==> src/rtl/cpu_pkg.sv <==
// Shared CPU definitions: writeback-arbiter state encoding, select constants, $0 address.
package cpu_pkg;

  typedef enum logic [1:0] {
    IDLE = 2'b00,
    WR_A = 2'b01,
    WR_B = 2'b10
  } wr_state_t;

  localparam logic [4:0] REG_ZERO = 5'd0;
  localparam logic       SEL_A    = 1'b1;
  localparam logic       SEL_B    = 1'b0;

endpackage

==> src/rtl/mux2to1_5bit.sv <==
// 5-bit 2:1 mux for the register-file write address; sel=1 picks din1.
module mux2to1_5bit (
  input  logic [4:0] din1,
  input  logic [4:0] din2,
  input  logic       sel,
  output logic [4:0] dout
);

  assign dout = sel ? din1 : din2;

endmodule

==> src/rtl/rr_pick2.sv <==
// Two-way round-robin grant: prio (SEL_A/SEL_B) breaks ties, stall blocks all grants.
module rr_pick2
  import cpu_pkg::*;
(
  input  logic valid_a,
  input  logic valid_b,
  input  logic stall,
  input  logic prio,
  output logic grant_a,
  output logic grant_b,
  output logic contested
);

  assign contested = !stall && valid_a && valid_b;
  assign grant_a   = !stall && valid_a && (!valid_b || (prio == SEL_A));
  assign grant_b   = !stall && valid_b && (!valid_a || (prio == SEL_B));

endmodule

==> src/rtl/rf_wr_port_arbiter.sv <==
// Round-robin arbiter sharing the register-file write port between ALU (A) and load (B).
// Optional saturating conflict counter enabled by defining RF_ARB_CONFLICT_CNT_EN.
module rf_wr_port_arbiter
  import cpu_pkg::*;
#(
  parameter int DATA_W = 32,
  parameter int ADDR_W = 5
`ifdef RF_ARB_CONFLICT_CNT_EN
  ,
  parameter int CNT_W  = 16
`endif
) (
  input  logic              clk,
  input  logic              rst_n,
  input  logic              stall,
  input  logic              valid_a,
  input  logic [ADDR_W-1:0] addr_a,
  input  logic [DATA_W-1:0] data_a,
  output logic              ready_a,
  input  logic              valid_b,
  input  logic [ADDR_W-1:0] addr_b,
  input  logic [DATA_W-1:0] data_b,
  output logic              ready_b,
  output logic              mux_sel,
  output logic              rf_we,
  output logic [ADDR_W-1:0] rf_waddr,
  output logic [DATA_W-1:0] rf_wdata
`ifdef RF_ARB_CONFLICT_CNT_EN
  ,
  output logic [CNT_W-1:0]  conflict_cnt
`endif
);

  logic              prio;
  logic              grant_a;
  logic              grant_b;
  logic              contested;
  logic [ADDR_W-1:0] waddr_mux;
  wr_state_t         state;
  wr_state_t         next_state;

  rr_pick2 u_pick (
    .valid_a   (valid_a),
    .valid_b   (valid_b),
    .stall     (stall),
    .prio      (prio),
    .grant_a   (grant_a),
    .grant_b   (grant_b),
    .contested (contested)
  );

  mux2to1_5bit u_addr_mux (
    .din1 (addr_a),
    .din2 (addr_b),
    .sel  (grant_a),
    .dout (waddr_mux)
  );

  // Handshake is forced low while reset is held.
  assign ready_a = grant_a && rst_n;
  assign ready_b = grant_b && rst_n;

  always_ff @(posedge clk or negedge rst_n) begin
    if (!rst_n) begin
      state <= IDLE;
    end else begin
      state <= next_state;
    end
  end

  always_comb begin
    next_state = state;
    if (grant_a) begin
      next_state = WR_A;
    end else if (grant_b) begin
      next_state = WR_B;
    end else begin
      next_state = IDLE;
    end
  end

  // After a tie the loser gets priority; uncontested grants leave it alone.
  always_ff @(posedge clk or negedge rst_n) begin
    if (!rst_n) begin
      prio <= SEL_A;
    end else if (contested) begin
      prio <= grant_a ? SEL_B : SEL_A;
    end
  end

  // Writes to $0 are acknowledged but never enabled.
  always_ff @(posedge clk or negedge rst_n) begin
    if (!rst_n) begin
      rf_we    <= 1'b0;
      rf_waddr <= '0;
      rf_wdata <= '0;
      mux_sel  <= SEL_B;
    end else if (grant_a || grant_b) begin
      rf_we    <= (waddr_mux != REG_ZERO);
      rf_waddr <= waddr_mux;
      rf_wdata <= grant_a ? data_a : data_b;
      mux_sel  <= grant_a ? SEL_A : SEL_B;
    end else begin
      rf_we    <= 1'b0;
    end
  end

`ifdef RF_ARB_CONFLICT_CNT_EN
  always_ff @(posedge clk or negedge rst_n) begin
    if (!rst_n) begin
      conflict_cnt <= '0;
    end else if (contested && (conflict_cnt != {CNT_W{1'b1}})) begin
      conflict_cnt <= conflict_cnt + 1'b1;
    end
  end
`endif

endmodule
==> config.mk <==
export PLATFORM = sky130hd
export DESIGN_NAME = rf_wr_port_arbiter
export DESIGN_NICKNAME = d
export VERILOG_FILES = /design/src/rtl/cpu_pkg.sv /design/src/rtl/mux2to1_5bit.sv /design/src/rtl/rr_pick2.sv /design/src/rtl/rf_wr_port_arbiter.sv
export SDC_FILE = /design/constraint.sdc
export NUM_CORES = 1
export LEC_CHECK = 0
export ABC_AREA = 0
export CAP_MARGIN = 20
export CORE_ASPECT_RATIO = 1.4
export CORE_MARGIN = 8
export CORE_UTILIZATION = 41
export DETAILED_ROUTE_END_ITERATION = 8
export GPL_ROUTABILITY_DRIVEN = 0
export PLACE_DENSITY = 0.89
export REMOVE_ABC_BUFFERS = 1
export SLEW_MARGIN = 40
export SYNTH_ARGS = -nofsm -noshare
export SYNTH_HDL_FRONTEND = slang
export SYNTH_SLANG_ARGS = --single-unit
==> constraint.sdc <==
create_clock -name clk -period 2.9 [get_ports clk]
set_input_delay 0.58 -clock clk [delete_from_list [all_inputs] [get_ports clk]]
set_output_delay 0.58 -clock clk [all_outputs]
set_load 0.01 [all_outputs]
# --- Word-level counts from Yosys, hierarchy flattened ---
# Cells that the tools add are included.
word_totals:
  in_bits: 79
  regBits: 40
  out_inout_bits: 41
  elab_cells: 25
classes:
  n_reduce_logical: 14
  mux: 5
  bitwise: 1
ops:
  columns: ["cell", "count"]
  rows:
  - ["2-to-1 mux 32 bit", 1]
  - ["logical AND 1 bit", 7]
  - ["2-to-1 mux 5 bit", 1]
  - ["nonzero test 5 bit", 1]
  - ["logical NOT 1 bit", 3]
  - ["logical OR 1 bit", 3]
  - ["2-to-1 mux 1 bit", 3]
  - ["inverter 1 bit", 1]

# --- Depth between registers and ports, before layout ---
depth:
  word_depth: 6
  depth_mapped: 5

# --- Cells and area by module ---
# A second synthesis with hierarchy kept.
unflattened:
  cells_unflattened: 173
  area_unflattened_um2: 1954.4
by_module_without_submodules:
  columns: ["mod", "area_each_um2", "cells_each", "instances"]
  rows:
  - ["rf_wr_port_arbiter", 1855.5, 162, 1]
  - ["mux2to1_5bit", 56.3, 5, 1]
  - ["rr_pick2", 42.5, 6, 1]

# --- Worst setup path before layout ---
# No wires, ideal clock.
synth_timing:
  kind: "in2out"
  start: "input port valid_b"
  end: "output port ready_b"
  stages: 4
  required_ps: 2320
  arrival_ps: 1244
  slack_ps: 1076
  path_cell_list: "or2b_1 buf_4 nand2_1 and3_1"
synth_between:
  elab_chain_len: 3
synth_rtl:
  columns: ["item", "line", "source"]
  rows:
  - ["from (decl)", "rf_wr_port_arbiter.sv:20", "input logic valid_b,"]
  - ["logical AND 1 bit (2 in a row)", "rr_pick2.sv:16", "assign grant_b = !stall && valid_b && (!valid_a || (prio == SEL_B));"]
  - ["logical AND 1 bit", "rf_wr_port_arbiter.sv:61", "assign ready_b = grant_b && rst_n;"]
  - ["to (decl)", "rf_wr_port_arbiter.sv:23", "output logic ready_b,"]
# Every way passes these cells.

# --- Final worst setup path ---
# Ends and elaborated chain as after synthesis.

==> results.cfg <==
[clocking]
htreeDepth = 2
cts-root-buf = clkbuf_8
clk_latency_ns = 0.28
cts_made_buffers = 5
hold_buffers = 0
post_cts_resized = 0
post_cts_buffers = 0
cts_tree = done
clk_pin_slew_worst_paths_ns = 0.08
cts.path.max_buffers = 2
cts_sinks = 40

[timing]
maxSlewHeadroom = 0.531
rsz0062_at_grt = no
post-route-min-period_ns = 2.77
hold_viol_final = 0
tightestPinTransition_ns = 0.704
fmax_ghz = 0.361
setup_viol = 0
hold_ws_ns = 0.294
min_period_over_period = 0.955
finClkSkew_ns = 0.00393
drv_slew = 0

[critical_path]
crit_type = in -> out
crit_fanout = 4
required_ns = 2.32
worstSetupStartpointType = primary input
critical_path.startpoint = valid_b
rr_endpoint = rf_we$_DFF_PN0_
regToRegSetupSlack_ns = 1.46
crit_end = ready_b
end_kind = output pin
r2r_cells = 4
timing.rr.start = prio$_DFFE_PN1P_
arrival_ns = 2.19

[synthesis]
yosysTopAreaCell = dfrtp_1
synth_top_flop_cell = dfrtp_1
yosysMostFrequentCell = dfrtp_1
synth_common_cells = dfrtp_1 (39), nor2_1 (38), a31oi_1 (37), nand3_1 (37), o21ai_0 (31)
synth_cells = 231
netlist.area_leader.share = 0.481
synth_warnings = 0
syn_avg_cell_area_um2 = 8.79
ys_seq_elements = 40
async_flop_share = 1.00
synth-seq-area-share = 0.494
synth_edf_count = 0
netlist_area_um2 = 2030
synth_area_leaders = dfrtp_1 (48%), a31oi_1 (11%), nand3_1 (9.1%)
ys_types = 25

[place]
io_buffers = 119
placed_cells = 397
hpwl_um = 5090

[floorplanning]
core_area_um2 = 4800
num_rows = 30
start_util = 0.422
pin_count = 120
dieArea_um2 = 7490
die_height_um = 99.2
die_x_um = 75.5

[finish]
layout-drive-gt1-share = 0.0616
area_growth_syn_to_layout_pct = 62.5
antenna_cells = 0
final_nets = 419
fillers = 408
instances_no_fill = 405

[global_route]
grt_max_degree = 77
gr-total-overflow = 0
track_usage = 0.189
grt_pass1_wl_um = 11100
grt_pass1_vias = 2334
antenna_found_initial = 0

[route]
ant_nets = 0
drt-total-wl_um = 6940
drc = 0
vias_per_cell = 5.38
drt-wirelength-per-cell_um = 17.1
drt_iter0_markers = 150
num_vias = 2180
first_pass_iters = 4

[run_status]
status = finished clean

[job]
maxCapViolations = 0

[min_path]
min_path_type = in -> async

[power]
p_leak_nw = 1.24
power.density_nw_per_um2 = 525
vdd_drop_max_uv = 580
-- report_power, final --
| group | switching, mW | internal (mW) | total [mW] |
|---|---|---|---|
| sequential | 0.0540 | 0.655 | 0.709 |
| combinational | 0.305 | 0.336 | 0.641 |
| clock | 0.185 | 0.194 | 0.379 |
| total | 0.544 | 1.19 | 1.73 |
-- registers in the layout (all words and copies together), names as in the netlist --
signal and count:
mux_sel 1, rf_wdata 32, prio 1, rf_we 1
rf_waddr 5
-- critical path: stages --
cell,delay (ns)
clkdlybuf4s50_1,0.52
or2b_1,0.29
nand2_1,0.10
and3_1,0.16
clkdlybuf4s50_1,0.54
-- kinds of logic after synthesis --
kind of cell | count (synthesis) | synth area share
and+or+nand+nor | 87 | 0.202
buffers and inverters | 26 | 0.0808
xor gates and xnor gates | 1 | 0.00432
AOI/OAI and AO/OA | 77 | 0.219
DFF | 40 | 0.494
-- per-stage QoR --
| step | setup slack (ns) | setup TNS [ns] | power [mW] | instance area, um2 | util |
|---|---|---|---|---|---|
| 3_3_place_gp | 0.165 | 0 | 1.35 | 3210 | 0.667 |
| 2_1_floorplan | -0.0945 | -0.150 | 0.965 | 1870 | - |
| 4_1_cts | 0.133 | 0 | 1.75 | 3300 | 0.686 |
| 5_1_grt | 0.0429 | 0 | 1.83 | 3300 | 0.686 |
| 3_5_place_dp | 0.142 | 0 | 1.37 | 3210 | 0.667 |
| 6_report | 0.131 | 0 | 1.73 | 3300 | 0.686 |
-- cell usage in the layout (no fill, tap or decap), types with 2 or more instances in the layout --
| cell | count |
|---|---|
| buf_4 | 9 |
| nand2_1 | 2 |
| nand3_1 | 37 |
| clkbuf_1 | 2 |
| dfrtp_1 | 39 |
| nor2_1 | 38 |
| nor2b_4 | 2 |
| clkdlybuf4s50_1 | 118 |
| and3_1 | 2 |
| or4_1 | 2 |
| o21ai_0 | 31 |
| clkbuf_8 | 6 |
| o21ai_1 | 6 |
| a31oi_1 | 37 |
-- final cells by class --
| type | instances | area, um2 | share of cell area |
|---|---|---|---|
| timing repair buffer | 128 | 1250 | 0.380 |
| clock buffer | 8 | 90.1 | 0.0273 |
| tap | 64 | 80.1 | 0.0243 |
| sequential | 40 | 1000 | 0.304 |
| multi-input combinational | 165 | 871 | 0.264 |
-- per-layer routing --
metal  track usage  vias up  wire (um)
met5             0        -          0
met3        0.0544       14        517
met4        0.0624        0        143
met2         0.326       92       3610
met1         0.213     1023       2670
li1              -     1051          -
-- worst min-delay path by stage --
stage                          start             endpoint  slack [ns]  cells past startpoint
finish                         rst_n     prio$_DFFE_PN1P_        0.29                      1
global route                   rst_n     prio$_DFFE_PN1P_        0.30                      1
CTS                            rst_n     prio$_DFFE_PN1P_        0.29                      1
detailed placement  prio$_DFFE_PN1P_     prio$_DFFE_PN1P_        0.51                      1
global placement    prio$_DFFE_PN1P_     prio$_DFFE_PN1P_        0.50                      1
floorplan                      rst_n  mux_sel$_DFFE_PN0P_        0.28                      0
Power figures use the tool's default switching activity.
==> variant: new RTL, same flow settings <==
Set the package constant `REG_ZERO` to 5'd1 (it was 5'd0).
--- a/src/rtl/cpu_pkg.sv
+++ b/src/rtl/cpu_pkg.sv
@@ -9,3 +9,3 @@
 
-  localparam logic [4:0] REG_ZERO = 5'd0;
+  localparam logic [4:0] REG_ZERO = 5'd1;
   localparam logic       SEL_A    = 1'b1;
Formal check against the unedited RTL: not equivalent (a bounded check fails within 4 cycles, from zero or initial values and one cycle with rst_n low).
==> variant against the original RTL <==
Maximum frequency increased by 5.5%. Power increased by 1.2%. Worst setup slack improved by 0.14 ns. Synthesized area decreased by 0.55%. Die area decreased by 0.45%. First-iteration DRC count decreased by 1.3%. Non-clock buffer count unchanged. Design area decreased by 0.27%. Critical path type unchanged. Worst hold slack improved by 0.096 ns. Synthesized cell count unchanged. Count of clock-buffer cells in the layout unchanged. Routed wire length increased by 0.92%. Sequential cell count unchanged.
==> variant: results <==
export IMPL_outcome="completed"
export IMPL_synth_xor_area_share_pct=0.434
export IMPL_wl_per_cell_um=17.3
export IMPL_wl_met1_um=2640
export IMPL_synthTopCellsByCount="39 x dfrtp_1, 38 x nor2_1, 37 x a31oi_1, 37 x nand3_1, 20 x o21ai_1"
export IMPL_drt_pass1_iterations=5
export IMPL_cp_top_family="buffers and inverters"
export IMPL_use_met2_pct=33.2
export IMPL_met3_usage_pct=6.61
export IMPL_drtIter0Drc=148
export IMPL_wl_um=7010
export IMPL_skew_ns=0.00959
export IMPL_peakVddDrop_mv=0.472
export IMPL_cp_arrival_ns=2.05
export IMPL_synthTopCellsByArea="dfrtp_1 48%, a31oi_1 11%, nand3_1 9.2%"
export IMPL_r2r_end="rf_wdata[23]"
export IMPL_h_tree_depth=2
export IMPL_synth_seq_area_share_pct=49.7
export IMPL_p_comb_share_pct=36.8
export IMPL_slew_headroom_pct=54.3
export IMPL_synth_compound_area_share_pct=22.3
export IMPL_p_clk_w=0.000399
export IMPL_first_global_vias=2287
export IMPL_whs_ns=0.390
export IMPL_track_usage_pct=19.2
export IMPL_cp_slowest_stage_delay_ns=0.49
export IMPL_hpwlAfterDp_um=5170
export IMPL_via_per_inst=5.27
export IMPL_post_place_ws_ns=0.261
export IMPL_rrSetupSlack_ns=1.36
export IMPL_postSynth_asyncResetShare_pct=100
export IMPL_wl_met3_um=600
export IMPL_p_leak_nw=1.25
export IMPL_grt_util_met1_pct=21.5
export IMPL_placed_area_mm2=0.00319
-- variant: changes by cell type after synthesis, sizes merged --
cell    unedited run  this run
buf               22        25
clkbuf             4         1
or4                2         0
a211oi             1         0
nand2              2         3
nand2b             1         2
nor3b              1         0
nor4               1         2
o211a              0         1
o211ai             0         1
or2b               1         0
-- variant: worst max path at each step --
| stage | start | to | slack, ns | cells past startpoint |
|---|---|---|---|---|
| 2_1_floorplan | stall | ready_b | -0.10 | 3 |
| 3_3_place_gp | valid_a | ready_b | 0.30 | 5 |
| 3_5_place_dp | valid_a | ready_b | 0.26 | 5 |
| 4_1_cts | valid_a | ready_b | 0.26 | 5 |
| 5_1_grt | valid_a | ready_b | 0.20 | 5 |
| 6_report | valid_a | ready_b | 0.27 | 5 |
-- variant: final cells by class --
type                    instances  area (um^2)
fillers                       426         1520
clock buffers                   8          100
repair buffers                128         1250
flip-flops and latches         40         1000
well taps                      64         80.1
multi-input cells             165          852
